### src/rtl/vga_timing_pkg.sv
// vga_timing_pkg: default 640x480@60 raster constants and shared coordinate types
package vga_timing_pkg;
  localparam int COORD_W     = 10;
  localparam int FRAME_CNT_W = 16;
  localparam int H_TOTAL     = 800;
  localparam int H_SYNC      = 96;
  localparam int H_VIS_START = 144;
  localparam int H_VIS_END   = 784;
  localparam int V_TOTAL     = 525;
  localparam int V_SYNC      = 2;
  localparam int V_VIS_START = 35;
  localparam int V_VIS_END   = 515;
  typedef logic [COORD_W-1:0] coord_t;
  typedef logic [FRAME_CNT_W-1:0] frame_cnt_t;
endpackage

### src/rtl/vga_sync_gen_if.sv
// vga_sync_gen_if: raster timing bundle from the sync generator to pixel logic
interface vga_sync_gen_if;
  import vga_timing_pkg::*;
  logic       pix_en;
  coord_t     hCount;
  coord_t     vCount;
  logic       hsync;
  logic       vsync;
  logic       bright;
  logic       line_start;
  logic       frame_start;
  frame_cnt_t frame_count;
  modport master (output pix_en, hCount, vCount, hsync, vsync, bright, line_start, frame_start, frame_count);
  modport slave  (input  pix_en, hCount, vCount, hsync, vsync, bright, line_start, frame_start, frame_count);
endinterface

### src/rtl/vga_axis_counter.sv
// vga_axis_counter: one raster axis with registered sync and visible-window decodes
module vga_axis_counter
  import vga_timing_pkg::*;
#(
  parameter int TOTAL     = H_TOTAL,
  parameter int SYNC      = H_SYNC,
  parameter int VIS_START = H_VIS_START,
  parameter int VIS_END   = H_VIS_END
) (
  input  logic   clk,
  input  logic   reset,
  input  logic   adv,
  output coord_t count,
  output logic   wrap,
  output logic   sync_n,
  output logic   vis
);
  localparam coord_t LAST = coord_t'(TOTAL - 1);
  localparam coord_t SYNC_END = coord_t'(SYNC);
  localparam coord_t VIS_LO = coord_t'(VIS_START);
  localparam coord_t VIS_HI = coord_t'(VIS_END);
  if (TOTAL > 1024 || !(SYNC < VIS_START && VIS_START < VIS_END && VIS_END <= TOTAL)) begin : g_bad_timing
    $error("vga_axis_counter: illegal timing parameters");
  end
  coord_t count_q, count_d;
  logic   sync_n_q, sync_n_d;
  logic   vis_q, vis_d;
  assign wrap   = count_q == LAST;
  assign count  = count_q;
  assign sync_n = sync_n_q;
  assign vis    = vis_q;
  // next position and decodes of that next position, so decodes move with the count
  always_comb begin
    count_d  = adv ? (wrap ? '0 : count_q + 1'b1) : count_q;
    sync_n_d = !(count_d < SYNC_END);
    vis_d    = count_d >= VIS_LO && count_d < VIS_HI;
  end
  // axis state; reset parks at position 0 with all decodes low
  always_ff @(posedge clk) begin
    if (reset) begin
      count_q  <= '0;
      sync_n_q <= 1'b0;
      vis_q    <= 1'b0;
    end else begin
      count_q  <= count_d;
      sync_n_q <= sync_n_d;
      vis_q    <= vis_d;
    end
  end
endmodule

### src/rtl/vga_sync_gen.sv
// vga_sync_gen: pixel divider, H/V raster counters, line/frame strobes and frame counter
module vga_sync_gen
  import vga_timing_pkg::coord_t, vga_timing_pkg::frame_cnt_t;
#(
  parameter int CLK_DIV     = 4,
  parameter int H_TOTAL     = vga_timing_pkg::H_TOTAL,
  parameter int H_SYNC      = vga_timing_pkg::H_SYNC,
  parameter int H_VIS_START = vga_timing_pkg::H_VIS_START,
  parameter int H_VIS_END   = vga_timing_pkg::H_VIS_END,
  parameter int V_TOTAL     = vga_timing_pkg::V_TOTAL,
  parameter int V_SYNC      = vga_timing_pkg::V_SYNC,
  parameter int V_VIS_START = vga_timing_pkg::V_VIS_START,
  parameter int V_VIS_END   = vga_timing_pkg::V_VIS_END
) (
  input logic            clk,
  input logic            reset,
  vga_sync_gen_if.master vga
);
  localparam int DIV_W = $clog2(CLK_DIV);
  localparam logic [DIV_W-1:0] DIV_LAST = DIV_W'(CLK_DIV - 1);
  if (CLK_DIV < 2) begin : g_bad_div
    $error("vga_sync_gen: CLK_DIV must be at least 2");
  end
  logic [DIV_W-1:0] div_q, div_d;
  logic             pix_en_q, pix_en_d;
  logic             line_start_q, line_start_d;
  logic             frame_start_q, frame_start_d;
  frame_cnt_t       frame_count_q, frame_count_d;
  coord_t           h_count, v_count;
  logic             h_wrap, v_wrap, h_sync_n, v_sync_n, h_vis, v_vis, v_adv;
  assign v_adv = pix_en_q & h_wrap;
  vga_axis_counter #(
    .TOTAL(H_TOTAL), .SYNC(H_SYNC), .VIS_START(H_VIS_START), .VIS_END(H_VIS_END)
  ) u_h (
    .clk(clk), .reset(reset), .adv(pix_en_q),
    .count(h_count), .wrap(h_wrap), .sync_n(h_sync_n), .vis(h_vis)
  );
  vga_axis_counter #(
    .TOTAL(V_TOTAL), .SYNC(V_SYNC), .VIS_START(V_VIS_START), .VIS_END(V_VIS_END)
  ) u_v (
    .clk(clk), .reset(reset), .adv(v_adv),
    .count(v_count), .wrap(v_wrap), .sync_n(v_sync_n), .vis(v_vis)
  );
  assign vga.pix_en      = pix_en_q;
  assign vga.hCount      = h_count;
  assign vga.vCount      = v_count;
  assign vga.hsync       = h_sync_n;
  assign vga.vsync       = v_sync_n;
  assign vga.bright      = h_vis & v_vis;
  assign vga.line_start  = line_start_q;
  assign vga.frame_start = frame_start_q;
  assign vga.frame_count = frame_count_q;
  // strobes fire on the same edge the counters wrap, so they mark the first cycle of the new position
  always_comb begin
    div_d         = div_q == DIV_LAST ? '0 : div_q + 1'b1;
    pix_en_d      = div_q == DIV_LAST;
    line_start_d  = v_adv;
    frame_start_d = v_adv & v_wrap;
    frame_count_d = frame_count_q + {{($bits(frame_cnt_t)-1){1'b0}}, frame_start_d};
  end
  // divider, strobe and frame-counter state
  always_ff @(posedge clk) begin
    if (reset) begin
      div_q         <= '0;
      pix_en_q      <= 1'b0;
      line_start_q  <= 1'b0;
      frame_start_q <= 1'b0;
      frame_count_q <= '0;
    end else begin
      div_q         <= div_d;
      pix_en_q      <= pix_en_d;
      line_start_q  <= line_start_d;
      frame_start_q <= frame_start_d;
      frame_count_q <= frame_count_d;
    end
  end
endmodule
### src/flat_wrapper.sv
// flat-port wrapper written by rule: the top's interface ports become plain ports
module vga_sync_gen_flat import vga_timing_pkg::coord_t, vga_timing_pkg::frame_cnt_t;
#(
  parameter int CLK_DIV     = 4,
  parameter int H_TOTAL     = vga_timing_pkg::H_TOTAL,
  parameter int H_SYNC      = vga_timing_pkg::H_SYNC,
  parameter int H_VIS_START = vga_timing_pkg::H_VIS_START,
  parameter int H_VIS_END   = vga_timing_pkg::H_VIS_END,
  parameter int V_TOTAL     = vga_timing_pkg::V_TOTAL,
  parameter int V_SYNC      = vga_timing_pkg::V_SYNC,
  parameter int V_VIS_START = vga_timing_pkg::V_VIS_START,
  parameter int V_VIS_END   = vga_timing_pkg::V_VIS_END
)
  (clk, reset, vga_pix_en, vga_hCount, vga_vCount, vga_hsync, vga_vsync, vga_bright, vga_line_start, vga_frame_start, vga_frame_count);
  vga_sync_gen_if vga_i ();
  input logic clk;
  input logic reset;
  output wire logic [$bits(vga_i.pix_en)-1:0] vga_pix_en;
  output wire logic [$bits(vga_i.hCount)-1:0] vga_hCount;
  output wire logic [$bits(vga_i.vCount)-1:0] vga_vCount;
  output wire logic [$bits(vga_i.hsync)-1:0] vga_hsync;
  output wire logic [$bits(vga_i.vsync)-1:0] vga_vsync;
  output wire logic [$bits(vga_i.bright)-1:0] vga_bright;
  output wire logic [$bits(vga_i.line_start)-1:0] vga_line_start;
  output wire logic [$bits(vga_i.frame_start)-1:0] vga_frame_start;
  output wire logic [$bits(vga_i.frame_count)-1:0] vga_frame_count;
  assign vga_pix_en = vga_i.pix_en;
  assign vga_hCount = vga_i.hCount;
  assign vga_vCount = vga_i.vCount;
  assign vga_hsync = vga_i.hsync;
  assign vga_vsync = vga_i.vsync;
  assign vga_bright = vga_i.bright;
  assign vga_line_start = vga_i.line_start;
  assign vga_frame_start = vga_i.frame_start;
  assign vga_frame_count = vga_i.frame_count;
  vga_sync_gen #(.CLK_DIV(CLK_DIV), .H_TOTAL(H_TOTAL), .H_SYNC(H_SYNC), .H_VIS_START(H_VIS_START), .H_VIS_END(H_VIS_END), .V_TOTAL(V_TOTAL), .V_SYNC(V_SYNC), .V_VIS_START(V_VIS_START), .V_VIS_END(V_VIS_END)) u_core (.clk(clk), .reset(reset), .vga(vga_i));
endmodule
### config.mk
export PLATFORM = sky130hd
export DESIGN_NAME = vga_sync_gen_flat
export DESIGN_NICKNAME = d
export VERILOG_FILES = /design/src/rtl/vga_timing_pkg.sv /design/src/rtl/vga_sync_gen_if.sv /design/src/rtl/vga_axis_counter.sv /design/src/rtl/vga_sync_gen.sv /design/src/flat_wrapper.sv
export SDC_FILE = /design/constraint.sdc
export NUM_CORES = 1
export LEC_CHECK = 0
export CAP_MARGIN = 10
export CORE_MARGIN = 8
export CORE_UTILIZATION = 45
export DETAILED_ROUTE_END_ITERATION = 8
export GPL_ROUTABILITY_DRIVEN = 0
export HOLD_SLACK_MARGIN = 0.15
export PLACE_DENSITY = 0.71
export SETUP_SLACK_MARGIN = 0.15
export SLEW_MARGIN = 20
export SYNTH_ARGS = -nofsm -noshare
export SYNTH_HDL_FRONTEND = slang
export SYNTH_HIERARCHICAL = 1
export SYNTH_SLANG_ARGS = --single-unit
### constraint.sdc
create_clock -name clk -period 3.7 [get_ports clk]
set_input_delay 0.555 -clock clk [delete_from_list [all_inputs] [get_ports clk]]
set_output_delay 0.555 -clock clk [all_outputs]
set_load 0.01 [all_outputs]
==> results.json, run 1 <==
{
  "status": "completed",
  "ant_nets": 0,
  "power_leakage_uw": 0.00106,
  "grt_start_max_net_pins": 24,
  "track_usage_pct": 13.6,
  "synth-seq-cells": 45,
  "period_minus_slack_ns": 3.15,
  "area_growth_syn_to_layout_pct": 26.8,
  "overflow": 0,
  "hold_path_class": "reg -> reg",
  "end_kind": "register",
  "cts_buffers": 5,
  "max_clock_freq_mhz": 318,
  "crit_path_cell_trace": "or4b_4 > nor3_1 > nand2_1 > inv_1 > nand3_2 > or4_4 > a22o_4 > or4_4 > o311ai_2",
  "async_flop_share_pct": 0,
  "clk_pin_slew_ns": 0.08,
  "worstPathMaxFanout": 8,
  "grt_pass1_vias": 1756,
  "io_pins": 44,
  "ctsResizeCount": 0,
  "final_cell_area_sq_um": 2890,
  "row_count": 26,
  "drive_gt1_share_pct": 8.64,
  "drc": 0,
  "post_cts_buffers": 0,
  "setup.worst_path.class": "reg -> reg",
  "htreeDepth": 2,
  "vdd_drop_max_v": 0.000317,
  "skew_ns": 0.00667,
  "yosysTopAreaCell": "dfxtp_1",
  "avgSynthCellArea_sq_um": 8.89,
  "wl_per_cell_microns": 13.5,
  "cts_hold_buf": 0,
  "grt_antenna_before_repair": 0,
  "die_w_microns": 87.1,
  "syn-cell-area_sq_um": 2280,
  "final-hold-violation-count": 0,
  "synth_flop_cell": "dfxtp_1",
  "synth-edff-count": 0,
  "critPathArrivalTime_ns": 3.35,
  "fillCellCount": 459,
  "layout.area.seq_sq_um": 901,
  "synth_most_common_cell": "dfxtp_1",
  "multiInputGateArea_sq_um": 1310,
  "cts_max_path_buffers": 2,
  "drtIter0Drc": 104,
  "cts_tree": "done",
  "cp-start-kind": "register",
  "synth_common_cells": "dfxtp_1, nor2_1, nand2_1, xnor2_1, nand3_1",
  "maxSlewViolCount": 0,
  "drv_cap": 0,
  "slew_headroom_pct": 39.5,
  "fin_nets": 310,
  "finalSetupViolCount": 0,
  "vias": 1974,
  "die_area_sq_um": 7590,
  "portBuffers": 43,
  "ys_warn_count": 6,
  "slowest_delay_ns": 0.60,
  "cp.required_ns": 3.90,
  "clock-sinks": 45,
  "crit_slowest_cell": "or4b_4",
  "crit_path_frequent_cell": "or4_4",
  "place_area_sq_um": 2780,
  "powerDensity_nw_per_um2": 303,
  "cts_root_buf": "clkbuf_8",
  "dp_hpwl_microns": 3720,
  "grt_setup_unrepaired": "false",
  "dp_slack_ns": 0.563,
  "antenna_cells": 0,
  "initial_core_util_pct": 45.7,
  "firstDrtPassIters": 4,
  "fin_tns_setup_ns": 0,
  "period_share_pct": 85.1,
  "synth_seq_area_share_pct": 39.6,
  "fin_ws_ns": 0.552,
  "synthTopCellsByArea": "dfxtp_1, xnor2_1, nor2_1, ha_1, nor2b_1",
  "post_synth_num_cell_types": 50,
  "syn_inst": 256,
  "netlist.area_leader.share_pct": 39.6,
  "die_y_microns": 87.1,
  "grt_pass1_wl_microns": 8340,
  "syn_nets": 265,
  "wirelength_microns": 5020,
  "clk_latency_ns": 0.30,
  "coreArea_sq_um": 4980,
  "worstMarginPinSlew_ns": 0.905,
  "vias_per_cell": 5.32
}
## layer usage
layer / global-route usage, % / wire (microns)
met1: 18.0 / 2550
met2: 21.3 / 2240
met3: 3.11 / 176
met4: 4.22 / 53
met5: 0 / 0
## flip-flops by register name, summed over array words and instances, names as in the netlist
| register | cells |
|---|---|
| u_core/div_q | 2 |
| u_core/u_h/count | 10 |
| u_core/u_h/sync_n | 1 |
| u_core/u_h/vis | 1 |
| u_core/u_v/count | 10 |
| u_core/u_v/sync_n | 1 |
| u_core/u_v/vis | 1 |
| u_core/vga.frame_count | 16 |
| u_core/vga.frame_start | 1 |
| u_core/vga.line_start | 1 |
| u_core/vga.pix_en | 1 |
## power by group
| part | total [uW] | switching [uW] | leakage (uW) | internal [uW] |
|---|---|---|---|---|
| logic | 20.4 | 11.9 | 0.000638 | 8.51 |
| registers | 491 | 3.45 | 0.000363 | 487 |
| clock network | 363 | 164 | 0.0000546 | 200 |
| total | 875 | 179 | 0.00106 | 696 |
## critical path, delay by kind of cell (launching register included)
kind	cells	cell delay, ns
buffers and inverters	1	0.10
AOI/OAI and AO/OA	2	0.45
DFF	1	0.38
and+or+nand+nor	6	2.13
## worst paths after layout
check                                 start                    endpoint  slack [ns]  cells after the start
max          u_core/u_h/count[5]$_SDFF_PP0_   u_core/u_v/vis$_SDFF_PP0_        0.55                      9
min              u_core/div_q[0]$_SDFF_PP0_  u_core/div_q[0]$_SDFF_PP0_        0.44                      1
max reg2reg  u_core/u_h/count[5]$_SDFF_PP0_   u_core/u_v/vis$_SDFF_PP0_        0.55                      9
min reg2reg      u_core/div_q[0]$_SDFF_PP0_  u_core/div_q[0]$_SDFF_PP0_        0.44                      1
## cell type report
type | count | share of cell area, %
multi-input combinational | 196 | 45.3
clock buffer | 5 | 2.38
timing repair buffer | 47 | 16.0
clock inverter | 2 | 1.34
sequential | 45 | 31.2
tap | 70 | 3.03
inverter | 6 | 0.780
## stage by stage
step                      util, %  cells  total power (uW)  hold WS, ns
final                        58.0    371               875        0.437
after global routing         58.0    371               913        0.487
after CTS                    58.0    371               889        0.440
after detailed placement     55.8    364               523        0.427
after global placement       55.8    364               523        0.421
after floorplan                 -    256               514        0.408
## layout by cell type (no fill, tap or decap), types with 8 or more instances in the layout
cell type and n:
a21oi_1 9, clkdlybuf4s50_1 43, dfxtp_1 45, nand2_1 15
nand3_1 13, nand4_1 8, nor2_1 33, nor2b_1 11
nor3_1 10, o21ai_0 11, xnor2_1 15
## cells by family after synthesis
kind of cell | share of synthesized area (%)
buf+inv | 2.97
mux | 1.43
simple gates | 31.6
fa+ha+maj | 3.85
flops | 39.6
xor+xnor | 8.08
compound gates | 12.5
No activity file was read; power rests on OpenSTA's default activity.
==> run 2: changes to the inputs <==
- CELL_PAD_IN_SITES_DETAIL_PLACEMENT: not set -> 0
- CELL_PAD_IN_SITES_GLOBAL_PLACEMENT: not set -> 2
- CORE_UTILIZATION: 45 -> 31
- GPL_TIMING_DRIVEN: not set -> 0
- PLACE_DENSITY: 0.71 -> not set
- PLACE_DENSITY_LB_ADDON: not set -> 0.1
==> run 2 against run 1 <==
  * First-iteration DRC count is 42% lower
  * Worst setup slack worse by 0.17 ns
  * Maximum frequency is 5.2% lower
  * Via count is 0.46% higher
  * Global-route usage is 2.1 points lower
  * Highest routed layer unchanged
  * Critical endpoint unchanged
  * Register-to-register slack worse by 0.17 ns
  * Worst hold slack hardly changed
==> results.json, run 2 (synthesis gave the netlist of run 1 again) <==
{
  "power_leakage_uw": 0.00107,
  "htreeDepth": 2,
  "powerDensity_nw_per_um2": 304,
  "hold_depth": 1,
  "fillCellCount": 733,
  "firstDrtPassIters": 4,
  "skew_ns": 0.0109,
  "clock-sinks": 45,
  "rrSetupSlack_ns": 0.38,
  "die_w_microns": 102,
  "portBuffers": 43,
  "io_pins": 44,
  "row_count": 31,
  "setup.worst_path.class": "reg -> reg",
  "end_kind": "register",
  "slew_headroom_pct": 57.1,
  "fin_nets": 315,
  "grt_pass1_vias": 1943,
  "r2r_cells": 10,
  "pwr-share-clk_pct": 42.9,
  "post_cts_buffers": 0,
  "finalSetupViolCount": 0,
  "wl_per_cell_microns": 14.0,
  "cts_buffers": 5,
  "antenna_cells": 0,
  "mostFrequentLayoutCells": "dfxtp_1, clkdlybuf4s50_1, nor2_1",
  "period_share_pct": 89.7,
  "cts_tree": "done",
  "vdd_drop_max_v": 0.000141,
  "r2r_end": "u_core/u_v/vis$_SDFF_PP0_",
  "grt_setup_unrepaired": "false",
  "share_comb_of_total_power_pct": 2.4,
  "clk_latency_ns": 0.30,
  "fin_tns_setup_ns": 0,
  "seqPwrFrac_pct": 54.6,
  "max_clock_freq_mhz": 301,
  "clk_pin_slew_ns": 0.10,
  "final-hold-violation-count": 0,
  "dp_slack_ns": 0.169,
  "area_growth_syn_to_layout_pct": 29.7,
  "worstMarginPinSlew_ns": 0.641,
  "overflow": 0,
  "drc": 0,
  "dp_hpwl_microns": 4160,
  "worstPathMaxFanout": 7,
  "die_area_sq_um": 10300,
  "cp-start-kind": "register",
  "switchingPower_uw": 199,
  "p_int_uw": 698,
  "die_y_microns": 102,
  "drive_gt1_share_pct": 9.77,
  "wirelength_microns": 5700,
  "fin_ws_ns": 0.381,
  "final_common_cell": "dfxtp_1",
  "grt_pass1_wl_microns": 9520,
  "coreArea_sq_um": 7180,
  "hold_path_end": "u_core/div_q[0]$_SDFF_PP0_",
  "multiInputGateArea_sq_um": 1310,
  "drtIter0Drc": 60,
  "cp.required_ns": 3.90,
  "grt_antenna_before_repair": 0,
  "vias_per_cell": 4.88,
  "critPathArrivalTime_ns": 3.52,
  "ant_nets": 0,
  "worstReg2RegStart": "u_core/u_h/count[1]$_SDFF_PP0_",
  "grt_start_max_net_pins": 16,
  "drv_cap": 0,
  "hold_path_class": "reg -> reg",
  "whs_ns": 0.438,
  "cts_root_buf": "clkbuf_8",
  "initial_core_util_pct": 31.7,
  "status": "completed",
  "largest_reg_flops": 16,
  "fin_util_pct": 41.1,
  "vias": 1983,
  "maxSlewViolCount": 0,
  "layout.area.seq_sq_um": 901,
  "track_usage_pct": 11.5,
  "period_minus_slack_ns": 3.32,
  "hp-start": "u_core/div_q[0]$_SDFF_PP0_",
  "swShare_pct": 22.2,
  "cts_max_path_buffers": 2
}
## run 2: metal layers
layer	routed length, microns	track usage (%)
met4	44	3.09
met5	0	0
met3	244	3.16
met1	2890	15.4
met2	2520	17.5
## run 2: cell type report
type | count | share of cell area, %
Clock inverter | 3 | 1.57
Timing Repair Buffer | 43 | 14.6
Buffer | 9 | 1.57
Multi-Input combinational cell | 196 | 44.5
Sequential cell | 45 | 30.5
Inverter | 6 | 0.763
Tap cell | 99 | 4.20
Clock buffer | 5 | 2.33
## run 2: repair_timing
action	4_1_cts	5_1_grt
hold buffers	0	0
gates resized for setup	1	2
setup endpoints to repair	1	1
## run 2: per-stage QoR
step | area [sq um] | std cells | total power [uW]
4_1_cts | 2950 | 406 | 917
5_1_grt | 2950 | 406 | 938
6_report | 2950 | 406 | 897
3_5_place_dp | 2830 | 398 | 524
2_1_floorplan | 2280 | 256 | 514
3_3_place_gp | 2830 | 398 | 524
## run 2: worst max path at each step
stage                              startpoint                   endpoint  slack (ns)  depth (start not counted)
4_1_cts        u_core/u_h/count[5]$_SDFF_PP0_  u_core/u_v/vis$_SDFF_PP0_        0.34                          9
6_report       u_core/u_h/count[1]$_SDFF_PP0_  u_core/u_v/vis$_SDFF_PP0_        0.38                         10
3_3_place_gp   u_core/u_h/count[5]$_SDFF_PP0_  u_core/u_v/vis$_SDFF_PP0_        0.14                          9
5_1_grt        u_core/u_h/count[1]$_SDFF_PP0_  u_core/u_v/vis$_SDFF_PP0_        0.17                         10
3_5_place_dp   u_core/u_h/count[5]$_SDFF_PP0_  u_core/u_v/vis$_SDFF_PP0_        0.17                          9
2_1_floorplan  u_core/u_h/count[5]$_SDFF_PP0_  u_core/u_v/vis$_SDFF_PP0_        0.57                          9
## run 2: critical path: stages, from the launching register on
cell and delay [ns]:
dfxtp_1 0.48, ha_1 0.27, nand4_1 0.17, nor3_2 0.35
nand2_1 0.13, inv_1 0.12, nand3_2 0.14, or4_4 0.56
a22o_4 0.26, or4_4 0.53, o311ai_2 0.21
## run 2: power by group through the flow
stage	Combinational (uW)	Sequential [uW]	Clock (uW)
floorplan	12.2	501	0
global placement	22.4	502	0
detailed placement	22.5	502	0
CTS	22.6	490	404
global route	25.1	491	422
finish	22.0	490	385
